[config.mk]
export PLATFORM = sky130hd
export DESIGN_NAME = wb_port_arbiter
export DESIGN_NICKNAME = d
export VERILOG_FILES = /design/src/rtl/wb_port_arbiter.sv
export SDC_FILE = /design/constraint.sdc
export NUM_CORES = 1
export LEC_CHECK = 0
export ABC_AREA = 0
export CAP_MARGIN = 0
export CORE_MARGIN = 2
export CORE_UTILIZATION = 46
export CTS_CLUSTER_SIZE = 16
export DETAILED_ROUTE_END_ITERATION = 12
export PLACE_DENSITY = 0.87
export SLEW_MARGIN = 20
export SYNTH_ARGS = -nofsm -noshare
export SYNTH_HDL_FRONTEND = slang
export SYNTH_SLANG_ARGS = --single-unit
[constraint.sdc]
create_clock -name clk_i -period 7.91 [get_ports clk_i]
set_clock_uncertainty 0.2 [all_clocks]
set_input_delay 2.373 -clock clk_i [delete_from_list [all_inputs] [get_ports clk_i]]
set_output_delay 2.373 -clock clk_i [all_outputs]
set_load 0.05 [all_outputs]
[src/rtl/wb_port_arbiter.sv]
// Two-port round-robin writeback/wakeup arbiter for four function units (ALU0, ALU1, BU, DU).
// Optional early-wake outputs are enabled by defining WB_EARLY_WAKE_EN.
module wb_port_arbiter #(
    parameter int PHY_W  = 6,
    parameter int WIN_W  = 4,
    parameter int DATA_W = 32
) (
    input  logic                clk_i,
    input  logic                rst_i,
    input  logic                flush_i,
    input  logic                wb_stall_i,
    input  logic [3:0]          req_valid_i,
    input  logic [4*PHY_W-1:0]  req_phy_i,
    input  logic [4*WIN_W-1:0]  req_win_i,
    input  logic [4*DATA_W-1:0] req_data_i,
    output logic [3:0]          req_ready_o,
`ifdef WB_EARLY_WAKE_EN
    output logic                ew0_valid_o,
    output logic [PHY_W-1:0]    ew0_phy_o,
    output logic                ew1_valid_o,
    output logic [PHY_W-1:0]    ew1_phy_o,
`endif
    output logic                wb0_valid_o,
    output logic [1:0]          wb0_src_o,
    output logic [PHY_W-1:0]    wb0_phy_o,
    output logic [WIN_W-1:0]    wb0_win_o,
    output logic [DATA_W-1:0]   wb0_data_o,
    output logic                wb1_valid_o,
    output logic [1:0]          wb1_src_o,
    output logic [PHY_W-1:0]    wb1_phy_o,
    output logic [WIN_W-1:0]    wb1_win_o,
    output logic [DATA_W-1:0]   wb1_data_o
);

    logic              grant_en;
    logic [1:0]        rr_ptr_q, rr_ptr_d;
    logic              g0_vld, g1_vld;
    logic [1:0]        g0_id, g1_id;
    logic [1:0]        scan_idx;

    logic [PHY_W-1:0]  g0_phy, g1_phy;
    logic [WIN_W-1:0]  g0_win, g1_win;
    logic [DATA_W-1:0] g0_data, g1_data;

    logic              wb0_valid_q, wb1_valid_q;
    logic [1:0]        wb0_src_q, wb1_src_q;
    logic [PHY_W-1:0]  wb0_phy_q, wb1_phy_q;
    logic [WIN_W-1:0]  wb0_win_q, wb1_win_q;
    logic [DATA_W-1:0] wb0_data_q, wb1_data_q;

    assign grant_en = !(wb_stall_i || flush_i || rst_i);

    // Scan ptr, ptr+1, ptr+2, ptr+3: first valid -> port0, second -> port1.
    always_comb begin
        g0_vld   = 1'b0;
        g0_id    = 2'd0;
        g1_vld   = 1'b0;
        g1_id    = 2'd0;
        scan_idx = 2'd0;
        for (int k = 0; k < 4; k++) begin
            scan_idx = rr_ptr_q + k[1:0];
            if (grant_en && req_valid_i[scan_idx]) begin
                if (!g0_vld) begin
                    g0_vld = 1'b1;
                    g0_id  = scan_idx;
                end else if (!g1_vld) begin
                    g1_vld = 1'b1;
                    g1_id  = scan_idx;
                end
            end
        end
    end

    always_comb begin
        req_ready_o = 4'b0000;
        if (g0_vld) req_ready_o[g0_id] = 1'b1;
        if (g1_vld) req_ready_o[g1_id] = 1'b1;

        rr_ptr_d = rr_ptr_q;
        if (g1_vld)      rr_ptr_d = g1_id + 2'd1;
        else if (g0_vld) rr_ptr_d = g0_id + 2'd1;
    end

    // Ungranted ports carry all-zero fields.
    always_comb begin
        g0_phy  = g0_vld ? req_phy_i [int'(g0_id)*PHY_W  +: PHY_W]  : '0;
        g0_win  = g0_vld ? req_win_i [int'(g0_id)*WIN_W  +: WIN_W]  : '0;
        g0_data = g0_vld ? req_data_i[int'(g0_id)*DATA_W +: DATA_W] : '0;
        g1_phy  = g1_vld ? req_phy_i [int'(g1_id)*PHY_W  +: PHY_W]  : '0;
        g1_win  = g1_vld ? req_win_i [int'(g1_id)*WIN_W  +: WIN_W]  : '0;
        g1_data = g1_vld ? req_data_i[int'(g1_id)*DATA_W +: DATA_W] : '0;
    end

    always_ff @(posedge clk_i) begin
        if (rst_i || flush_i) begin
            rr_ptr_q    <= 2'd0;
            wb0_valid_q <= 1'b0;
            wb0_src_q   <= 2'd0;
            wb0_phy_q   <= '0;
            wb0_win_q   <= '0;
            wb0_data_q  <= '0;
            wb1_valid_q <= 1'b0;
            wb1_src_q   <= 2'd0;
            wb1_phy_q   <= '0;
            wb1_win_q   <= '0;
            wb1_data_q  <= '0;
        end else if (!wb_stall_i) begin
            rr_ptr_q    <= rr_ptr_d;
            wb0_valid_q <= g0_vld;
            wb0_src_q   <= g0_vld ? g0_id : 2'd0;
            wb0_phy_q   <= g0_phy;
            wb0_win_q   <= g0_win;
            wb0_data_q  <= g0_data;
            wb1_valid_q <= g1_vld;
            wb1_src_q   <= g1_vld ? g1_id : 2'd0;
            wb1_phy_q   <= g1_phy;
            wb1_win_q   <= g1_win;
            wb1_data_q  <= g1_data;
        end
    end

    assign wb0_valid_o = wb0_valid_q;
    assign wb0_src_o   = wb0_src_q;
    assign wb0_phy_o   = wb0_phy_q;
    assign wb0_win_o   = wb0_win_q;
    assign wb0_data_o  = wb0_data_q;
    assign wb1_valid_o = wb1_valid_q;
    assign wb1_src_o   = wb1_src_q;
    assign wb1_phy_o   = wb1_phy_q;
    assign wb1_win_o   = wb1_win_q;
    assign wb1_data_o  = wb1_data_q;

`ifdef WB_EARLY_WAKE_EN
    // Grant-cycle tags; grant_en already forces these low under stall/flush/reset.
    assign ew0_valid_o = g0_vld;
    assign ew0_phy_o   = g0_phy;
    assign ew1_valid_o = g1_vld;
    assign ew1_phy_o   = g1_phy;
`endif

endmodule

=== After elaboration in Yosys (flattened, before gate mapping) ===
Cells that the tools add are included.
Widths: inputs -> output; s select.

* $lt $le $gt $ge: 8
* Multiplexer cells: 49
* Add/subtract/negate cells: 5
* Multipliers: 2
* Shift-type cells: 6
* Bitwise logic cells: 2
* Reduce and logical (&&, ||, !) cells: 12

{| class="wikitable"
|+ Operator list
! kind !! count
|-
| $shiftx 128x8->32 || 2
|-
| $mux 32 || 2
|-
| $shiftx 24x6->6 || 2
|-
| $mux 2 || 19
|-
| $shiftx 16x5->4 || 2
|-
| $lt 2x3->1 const B || 6
|-
| $mux 1 || 16
|-
| $mux 4 || 4
|-
| $mux 6 || 2
|-
| $bmux 1 s2 || 4
|-
| $mul 2x2->4 const B || 2
|-
| $add 2x1->2 const B || 3
|-
| $logic_and 1x1->1 || 6
|-
| $add 2x2->2 const B || 2
|-
| $demux 1 s2 || 2
|-
| $ge 2x1->1 const B || 2
|-
| $or 4x4->4 || 1
|-
| $logic_or 1x1->1 || 3
|-
| $reduce_and 2->1 || 1
|-
| $reduce_bool 2->1 || 1
|-
| $logic_not 1->1 || 1
|-
| $not 1->1 || 1
|}

* Register bits after elaboration: 92
* Bits of input ports: 176
* Output and inout bits: 94
* Logic and storage cells: 95

=== Longest topological paths before layout ===
Gate-level depths: netlist of run 1.

* Depth after elaboration: 19
* Mapped depth: 16

=== Worst setup path before layout of run 1 ===
Ideal clock, no wire load.

* Path type: input to output
* Start point: in flush_i
* End point: out req_ready_o[1]
* Arrival time: 5.270 ns
* Path buffers: 3
* Required time: 5.337 ns
* Stages: 12
* Slack: 0.067 ns
* Cell sequence: nor2_1 -> nand2_1 -> a311oi_1 -> ha_1 -> nand2b_1 -> a2111oi_0 -> a31oi_1 -> nand3_1 -> buf_4 -> buf_6 -> buf_4 -> o21ai_0

* Word-level cells in the longest chain between the ends: 19
* Elaborated cells between the ends (all ways): 45

{| class="wikitable"
|+ Ends and longest elaborated chain
! item !! line !! source
|-
| from (decl) || 10 || <nowiki>input logic flush_i,</nowiki>
|-
| $logic_or 1x1->1 * (2 in series) || 51 || <nowiki>assign grant_en = !(wb_stall_i || flush_i || rst_i);</nowiki>
|-
| $logic_not 1->1 * || 51 ||
|-
| $logic_and 1x1->1 || 62 || <nowiki>if (grant_en && req_valid_i[scan_idx]) begin</nowiki>
|-
| $mux 1 || 62 ||
|-
| $mux 2 / $mux 1 (equally long branches) || 63 || <nowiki>if (!g0_vld) begin</nowiki>
|-
| $mux 2 / $mux 1 (equally long branches) || 62 ||
|-
| $mux 2 || 66 || <nowiki>end else if (!g1_vld) begin</nowiki>
|-
| $mux 2 || 63 ||
|-
| [2 not listed] || - ||
|-
| $mux 2 || 63 ||
|-
| $mux 2 || 62 ||
|-
| $lt 2x3->1 (implied by the code) / $ge 2x1->1 (equally long branches) || 77 || <nowiki>if (g1_vld) req_ready_o[g1_id] = 1'b1;</nowiki>
|-
| $logic_and 1x1->1 (implied by the code) || 77 ||
|-
| $mux 1 (implied by the code) || 77 ||
|-
| $demux 1 s2 || 77 ||
|-
| $or 4x4->4 (no source line) || - ||
|-
| $mux 4 * || 77 ||
|-
| to (decl) || 16 || <nowiki>output logic [3:0] req_ready_o,</nowiki>
|}

Every way passes the cells marked *; elsewhere a longest branch is shown, timed or not.

=== Worst setup path in the final report of run 1 ===
* Start point: in req_valid_i[3]
* End point: out req_ready_o[1]

* Word-level cells in the longest chain between the ends: 18
* Elaborated cells between the ends (all ways): 50

{| class="wikitable"
|+ Ends and longest elaborated chain
! item !! line !! source
|-
| from (decl) || 12 || <nowiki>input logic [3:0] req_valid_i,</nowiki>
|-
| $bmux 1 s2 || 62 ||
|-
| $mux 1 (implied by the code) || 62 ||
|-
| $logic_and 1x1->1 || 62 ||
|-
| $mux 1 || 62 ||
|-
| $mux 2 / $mux 1 (equally long branches) || 63 ||
|-
| $mux 2 / $mux 1 (equally long branches) || 62 ||
|-
| $mux 2 || 66 ||
|-
| $mux 2 || 63 ||
|-
| [2 not listed] || - ||
|-
| $mux 2 || 63 ||
|-
| $mux 2 || 62 ||
|-
| $lt 2x3->1 (implied by the code) / $ge 2x1->1 (equally long branches) || 77 ||
|-
| $logic_and 1x1->1 (implied by the code) || 77 ||
|-
| $mux 1 (implied by the code) || 77 ||
|-
| $demux 1 s2 || 77 ||
|-
| $or 4x4->4 (no source line) || - ||
|-
| $mux 4 * || 77 ||
|}

Every way passes the cells marked *; elsewhere a longest branch is shown, timed or not. The select of a mux whose other input is x is not followed.

==> metrics.md, run 1 <==
| Metric | Value |
|---|---|
| Status | complete, no violations |
| Internal | 939 µW |
| Fill cell count | 1014 |
| DP Worst Slack | 0.405 ns |
| R2r startpoint | rr_ptr_q[0] |
| Largest net degree at the start of global routing | 86 |
| Mux cell area share after synthesis | 28.4% |
| Switching share of power | 29.9% |
| Worst setup path startpoint | req_valid_i[3] |
| Avg Inst Size Synth | 9.09 µm² |
| Total Routing Usage GR | 28.8% |
| DRT iter0 DRCs | 410 |
| Clock power frac | 34.9% |
| XOR/XNOR Fraction of Synth Area | 0.143% |
| Cell mode on critical path | nand2_1 |
| Critical-path maximum fanout | 8 |
| RR Endpoint | wb1_data_o[7] |
| CP max stage cell | clkdlybuf4s50_1 |
| Clock root buffer master | clkbuf_16 |
| Post-route cell area | 9120 µm² |
| Clock buffer depth | 2 |
| RSZ-0062 raised after global routing | false |
| Final Non-Filler Cells | 1083 |
| Post-layout util | 69.7% |
| Largest family of logic cells by synthesized area | multiplexers |
| Worst r2r path cells | 12 |
| Final HPWL DP | 14600 µm |
| Clock sinks | 92 |
| Postcts setup bufs | 0 |
| Worst setup path category | in2out |
| Port Buf Inserts | 269 |
| Switching power | 400 µW |
| Io pins | 270 |
| CTS buffer count | 9 |
| Initial Util | 46.7% |
| # placed instances | 1067 |
| Layout cells sized above 1 | 6.17% |
| CP Cell Sequence | clkdlybuf4s50_1 > nand2_1 > nand2_1 > nor2_1 > a311oi_1 > ha_1 > nand2b_1 > a2111oi_0 > a31oi_1 > nand3_4 > o21ai_0 > buf_12 |
| Clk Latency, worst-skew pair | 0.35 ns |
| Wirelength, routed | 21100 µm |
| Congestion Overflow GR | 0 |
| Rows | 42 |
| Max cap viols | 0 |
| Reg clk slew, reported paths | 0.06 ns |
| Vias | 6347 |
| Seq pwr share | 36.9% |
| CP Depth | 12 |
| Netlist cell types | 54 |
| Die width | 119 µm |
| Placed instance area | 8810 µm² |
| Global-route wire length before repair | 32600 µm |
| Post-synthesis compound-gate area fraction | 25.4% |
| Final period util | 95.4% |
| Synth top area cells | dfxtp_1, mux2i_1, o221ai_1 |
| Reg2reg setup slack | 3.70 ns |
| Final ANT Viol Nets | 0 |
| Top delay family on crit path | compound AO/OA/AOI/OAI gates |
| Placer Congestion | 0.902 |
| CTS tree | yes |
| Synthesis-to-finish area growth | 49.4% |
| Setup TNS | 0 ns |
| Power share of the combinational group | 28.2% |
| Startpoint Class | input pin |
| Commonest non-fill, non-tap cell in the layout | clkdlybuf4s50_1 |
| Core area | 13100 µm² |
| Die area | 14200 µm² |
| Die H | 119 µm |
| CP endpoint | req_ready_o[1] |
| Final hold violations | 0 |
| Critical Path RT | 5.34 ns |
| CP endpoint kind | output port |
| Worst-margin pin slew | 0.826 ns |
| Hold Buf Count CTS | 0 |
| Post-CTS Resized | 0 |
| Syn Inst Count | 672 |
| Syn_nets | 850 |
| Vias in the first global route | 6250 |
| Synth Cell Area | 6110 µm² |
| Max-Slew Margin vs Limit | 44.9% |
| WL per Instance | 19.5 µm |
| Min Tclk post-route | 7.55 ns |
| Final setup violation count | 0 |
| Share of the synthesized area in the top cell type | 30.2% |
| Most frequent cells in the layout | clkdlybuf4s50_1, mux2i_1, dfxtp_1 |
| Antenna cells | 0 |
| #FFs+latches synth | 92 |
| Hold Path Class | reg2reg |
| Fin nets | 1080 |
| Worst path bufs/invs | 2 |
| Simple-gate share of the synthesized area | 8.07% |
| DRT Pass-1 Iters | 7 |
| Peak supply drop | 0.104 mV |
| Adder-Cell Fraction of Synth Area | 0.410% |
| Achievable Freq | 132 MHz |
| Max incr delay on CP | 0.48 ns |
| Post-synth EDFFs | 0 |
| Initial antenna violation count | 0 |
| Slew Limit Fails | 0 |
| H-tree levels | 3 |
| Ys flop type | dfxtp_1 |
| Register area share after synthesis | 30.2% |
| Top cell type by total area after synthesis | dfxtp_1 |
| Drt drc | 0 |
| Ys async rst share | 0% |
| Ys Warns | 0 |
| PD cells | 147 nW/µm² |
| Leakage | 3.60 nW |
| Worst setup margin | 0.363 ns |
| Vias per cell | 5.86 |
| Crit path DAT | 4.97 ns |
[synth_stat cells (2+ instances only)]
master / count
a21boi_0: 2
a21oi_1: 56
a221o_1: 2
a311oi_1: 3
a31oi_1: 3
and3_1: 2
buf_2: 15
buf_4: 5
buf_6: 18
clkbuf_1: 31
dfxtp_1: 92
ha_1: 2
inv_1: 2
inv_2: 2
mux2_2: 2
mux2i_1: 171
nand2_1: 56
nand2_2: 2
nand2b_1: 8
nand3_1: 3
nor2_1: 16
nor2b_1: 3
nor3_1: 4
nor3b_1: 3
o21ai_0: 49
o21bai_1: 2
o221ai_1: 44
o22a_1: 42
o22ai_1: 2
o32ai_1: 3
or2_2: 4
[logic make-up after synthesis]
logic type / after synthesis
AOI/OAI and AO/OA: 222
xor gates and xnor gates: 1
adders and majority gates: 2
buffers and inverters: 75
DFF: 92
muxes: 173
and+or+nand+nor: 107
[layer usage]
layer	GRT usage, %	part of all wire (%)
met5	0	0
met4	13.2	3.2
met3	7.38	7.7
met2	47.8	48
met1	35.0	41
[area by class of cell]
type                            count  area (µm²)  area share [%]
Clock buffer                       12         236            2.59
Multi-Input combinational cell    505        3850            42.2
Inverter                            5        18.8           0.206
Clock inverter                      4        73.8           0.809
Timing Repair Buffer              289        2880            31.6
Tap cell                          176         220            2.41
Sequential cell                    92        1840            20.2
[worst register-to-register path, stage by stage (launching register included)]
cell and delay, ns:
dfxtp_1 0.80, clkinv_1 0.52, nor2_1 0.20, a311oi_1 0.08, ha_1 0.22, nand2b_1 0.13
a2111oi_0 0.33, a31oi_1 0.14, nand3_4 0.17, buf_4 0.58, mux2i_1 0.43, o22a_1 0.18
a21oi_1 0.06
[through the flow]
stage	hold slack, ns	power, mW
6_report	0.261	1.34
5_1_grt	0.291	1.39
4_1_cts	0.263	1.35
3_5_place_dp	0.248	0.879
3_3_place_gp	0.244	0.873
2_1_floorplan	0.490	0.712
[power groups by stage]
stage | registers (mW) | logic [mW] | clock network (mW)
2_1_floorplan | 0.564 | 0.148 | 0
3_3_place_gp | 0.504 | 0.369 | 0
3_5_place_dp | 0.504 | 0.374 | 0
4_1_cts | 0.494 | 0.376 | 0.475
5_1_grt | 0.496 | 0.399 | 0.498
6_report | 0.494 | 0.378 | 0.467
[worst min-delay path by stage]
stage / end / slack, ns / startpoint / cells after the start
global route: wb0_phy_o[3] / 0.29 / wb0_phy_o[3] / 2
CTS: wb0_data_o[21] / 0.26 / wb0_data_o[21] / 2
floorplan: wb1_src_o[0] / 0.49 / wb1_src_o[0] / 2
detailed placement: wb0_data_o[3] / 0.25 / wb0_data_o[3] / 2
finish: wb0_data_o[21] / 0.26 / wb0_data_o[21] / 2
global placement: wb0_data_o[10] / 0.24 / wb0_data_o[10] / 2
[sequential cells by signal (all words and copies together) (netlist names)]
register     cells
wb1_src_o        2
wb0_data_o      32
wb1_win_o        4
rr_ptr_q         2
wb0_phy_o        6
wb0_win_o        4
wb0_valid_o      1
wb0_src_o        2
wb1_valid_o      1
wb1_data_o      32
wb1_phy_o        6
Power figures use the tool's default switching activity.
==> run 2, diff against run 1 <==
CORE_ASPECT_RATIO = 1.75   (was not set)
CORE_UTILIZATION = 47   (was 46)
CTS_BUF_LIST = sky130_fd_sc_hd__clkbuf_4   (was not set)
PLACE_DENSITY = 0.88   (was 0.87)
==> run 2 against run 1 <==
Maximum frequency is 1.3% lower. Critical endpoint unchanged. Die area shrank 1.8%. Final area shrank 2.2%. Non-clock buffer count decreased by 2. First-iteration DRC count fell by 29%. Clock power fell by 42%. Critical path type unchanged. Global-route usage up 1.0 points. Sequential share of layout area rose by 0.46 points. Via count up 1.0%. Count of clock-buffer cells in the layout shrank 3. Core utilization about the same.
==> metrics.md, run 2 (synthesis results as in run 1) <==
| Metric | Value |
|---|---|
| Postcts setup bufs | 0 |
| Fin nets | 1078 |
| Clk Latency, worst-skew pair | 0.45 ns |
| Worst-margin pin slew | 1.12 ns |
| Max-Slew Margin vs Limit | 25.4% |
| Hold Path Class | reg2reg |
| Min Tclk post-route | 7.65 ns |
| Hold_sp | wb1_src_o[1] |
| Final hold violations | 0 |
| Total Routing Usage GR | 29.8% |
| Clock buffer depth | 2 |
| Synthesis-to-finish area growth | 46.1% |
| Hold Buf Count CTS | 0 |
| Leakage | 3.51 nW |
| Congestion Overflow GR | 0 |
| Post-layout util | 69.7% |
| Clock power frac | 23.7% |
| Switching power | 386 µW |
| Power after layout | 1.14 mW |
| Clock sinks | 92 |
| Largest net degree at the start of global routing | 86 |
| Layout cells sized above 1 | 6.19% |
| Setup TNS | 0 ns |
| Critical Path RT | 5.34 ns |
| Core area | 12800 µm² |
| Rows | 55 |
| Achievable Freq | 131 MHz |
| Final setup violation count | 0 |
| WL per Instance | 20.0 µm |
| Post-CTS Resized | 0 |
| Peak supply drop | 0.112 mV |
| CTS tree | yes |
| Final HPWL DP | 15400 µm |
| Seq pwr share | 43.3% |
| CP endpoint kind | output port |
| Power share of the combinational group | 33.0% |
| Die area | 14000 µm² |
| Io pins | 270 |
| Vias in the first global route | 6353 |
| Switching share of power | 33.8% |
| Critical-path maximum fanout | 7 |
| Hold depth | 2 |
| DRT Pass-1 Iters | 4 |
| Drt drc | 0 |
| Slew Limit Fails | 0 |
| WHS Endpoint | wb1_src_o[1] |
| Reg clk slew, reported paths | 0.16 ns |
| Initial antenna violation count | 1 |
| PD cells | 128 nW/µm² |
| Vias | 6413 |
| Placer Congestion | 0.964 |
| # placed instances | 1060 |
| Wirelength, routed | 21500 µm |
| Initial Util | 47.7% |
| Die H | 155 µm |
| Final ANT Viol Nets | 0 |
| DRT iter0 DRCs | 292 |
| Most frequent cells in the layout | clkdlybuf4s50_1, mux2i_1, dfxtp_1 |
| CTS buffer count | 9 |
| RR Endpoint | wb1_data_o[21] |
| Final period util | 96.7% |
| Clock root buffer master | clkbuf_4 |
| Max cap viols | 0 |
| H-tree levels | 3 |
| Worst setup path category | in2out |
| Reg2reg setup slack | 3.43 ns |
| Crit path DAT | 5.08 ns |
| DP Worst Slack | 0.292 ns |
| Final Non-Filler Cells | 1076 |
| Global-route wire length before repair | 33200 µm |
| Vias per cell | 5.96 |
| R2r startpoint | rr_ptr_q[0] |
| Port Buf Inserts | 269 |
| Status | complete, no violations |
| Worst r2r path cells | 12 |
| Commonest non-fill, non-tap cell in the layout | clkdlybuf4s50_1 |
| Startpoint Class | input pin |
| Die width | 90.2 µm |
| Internal | 757 µW |
| RSZ-0062 raised after global routing | false |
| Worst setup margin | 0.260 ns |
## run 2: cell types whose count changed in the layout (fill, tap and decap cells not counted)
| cell | delta |
|---|---|
| clkbuf_16 | -9 |
| clkbuf_4 | +9 |
| clkbuf_1 | -3 |
| buf_4 | -2 |
| bufinv_16 | -1 |
| clkinv_2 | +1 |
| clkinvlp_4 | +1 |
| diode_2 | +1 |
| inv_6 | +1 |
| nor2_2 | +1 |
| nor2_4 | -1 |
## run 2: power by group through the flow
stage	clock network, mW	logic [mW]	registers (mW)
after global routing	0.295	0.398	0.498
after detailed placement	0	0.376	0.504
after global placement	0	0.370	0.504
after floorplan	0	0.148	0.564
final	0.270	0.378	0.495
after CTS	0.276	0.377	0.495
## run 2: final cells by class
cell class | instances | area [µm²]
Antenna cell | 1 | 2.50
Clock buffer | 9 | 67.6
Clock inverter | 6 | 65.1
Fill cell | 1022 | 3880
Inverter | 5 | 18.8
Multi-Input combinational cell | 505 | 3850
Sequential cell | 92 | 1840
Tap cell | 171 | 214
Timing Repair Buffer | 287 | 2860
## run 2: stage by stage
step / hold WS (ns) / area [µm²]
6_report: 0.274 / 8920
5_1_grt: 0.298 / 8920
4_1_cts: 0.275 / 8920
3_5_place_dp: 0.246 / 8780
3_3_place_gp: 0.242 / 8760
2_1_floorplan: 0.490 / 6110
## run 2: worst max path at each step
stage | startpoint | slack (ns) | cells past startpoint | end
3_3_place_gp | req_valid_i[3] | 0.40 | 12 | req_ready_o[1]
5_1_grt | req_valid_i[3] | 0.12 | 12 | req_ready_o[1]
6_report | req_valid_i[3] | 0.26 | 12 | req_ready_o[1]
3_5_place_dp | req_valid_i[3] | 0.29 | 12 | req_ready_o[1]
2_1_floorplan | flush_i | 0.07 | 12 | req_ready_o[1]
4_1_cts | req_valid_i[3] | 0.28 | 12 | req_ready_o[1]
## run 2: worst max-delay path, stage by stage
cell and delay, ns:
clkdlybuf4s50_1 0.48, nand2_1 0.13, nand2_1 0.21, nor2_1 0.05, a311oi_1 0.39, ha_1 0.24, nand2b_1 0.11, a2111oi_0 0.08
a31oi_1 0.29, nand3_4 0.15, o21ai_0 0.36, buf_12 0.19
## run 2: layer usage
layer | vias up | global-route usage [%] | part of all wire [%]
met2 | 261 | 55.4 | 54
met3 | 62 | 6.33 | 5.7
li1 | 3027 | - | -
met1 | 3063 | 31.6 | 36
met4 | 0 | 14.7 | 4.5
met5 | - | 0 | 0
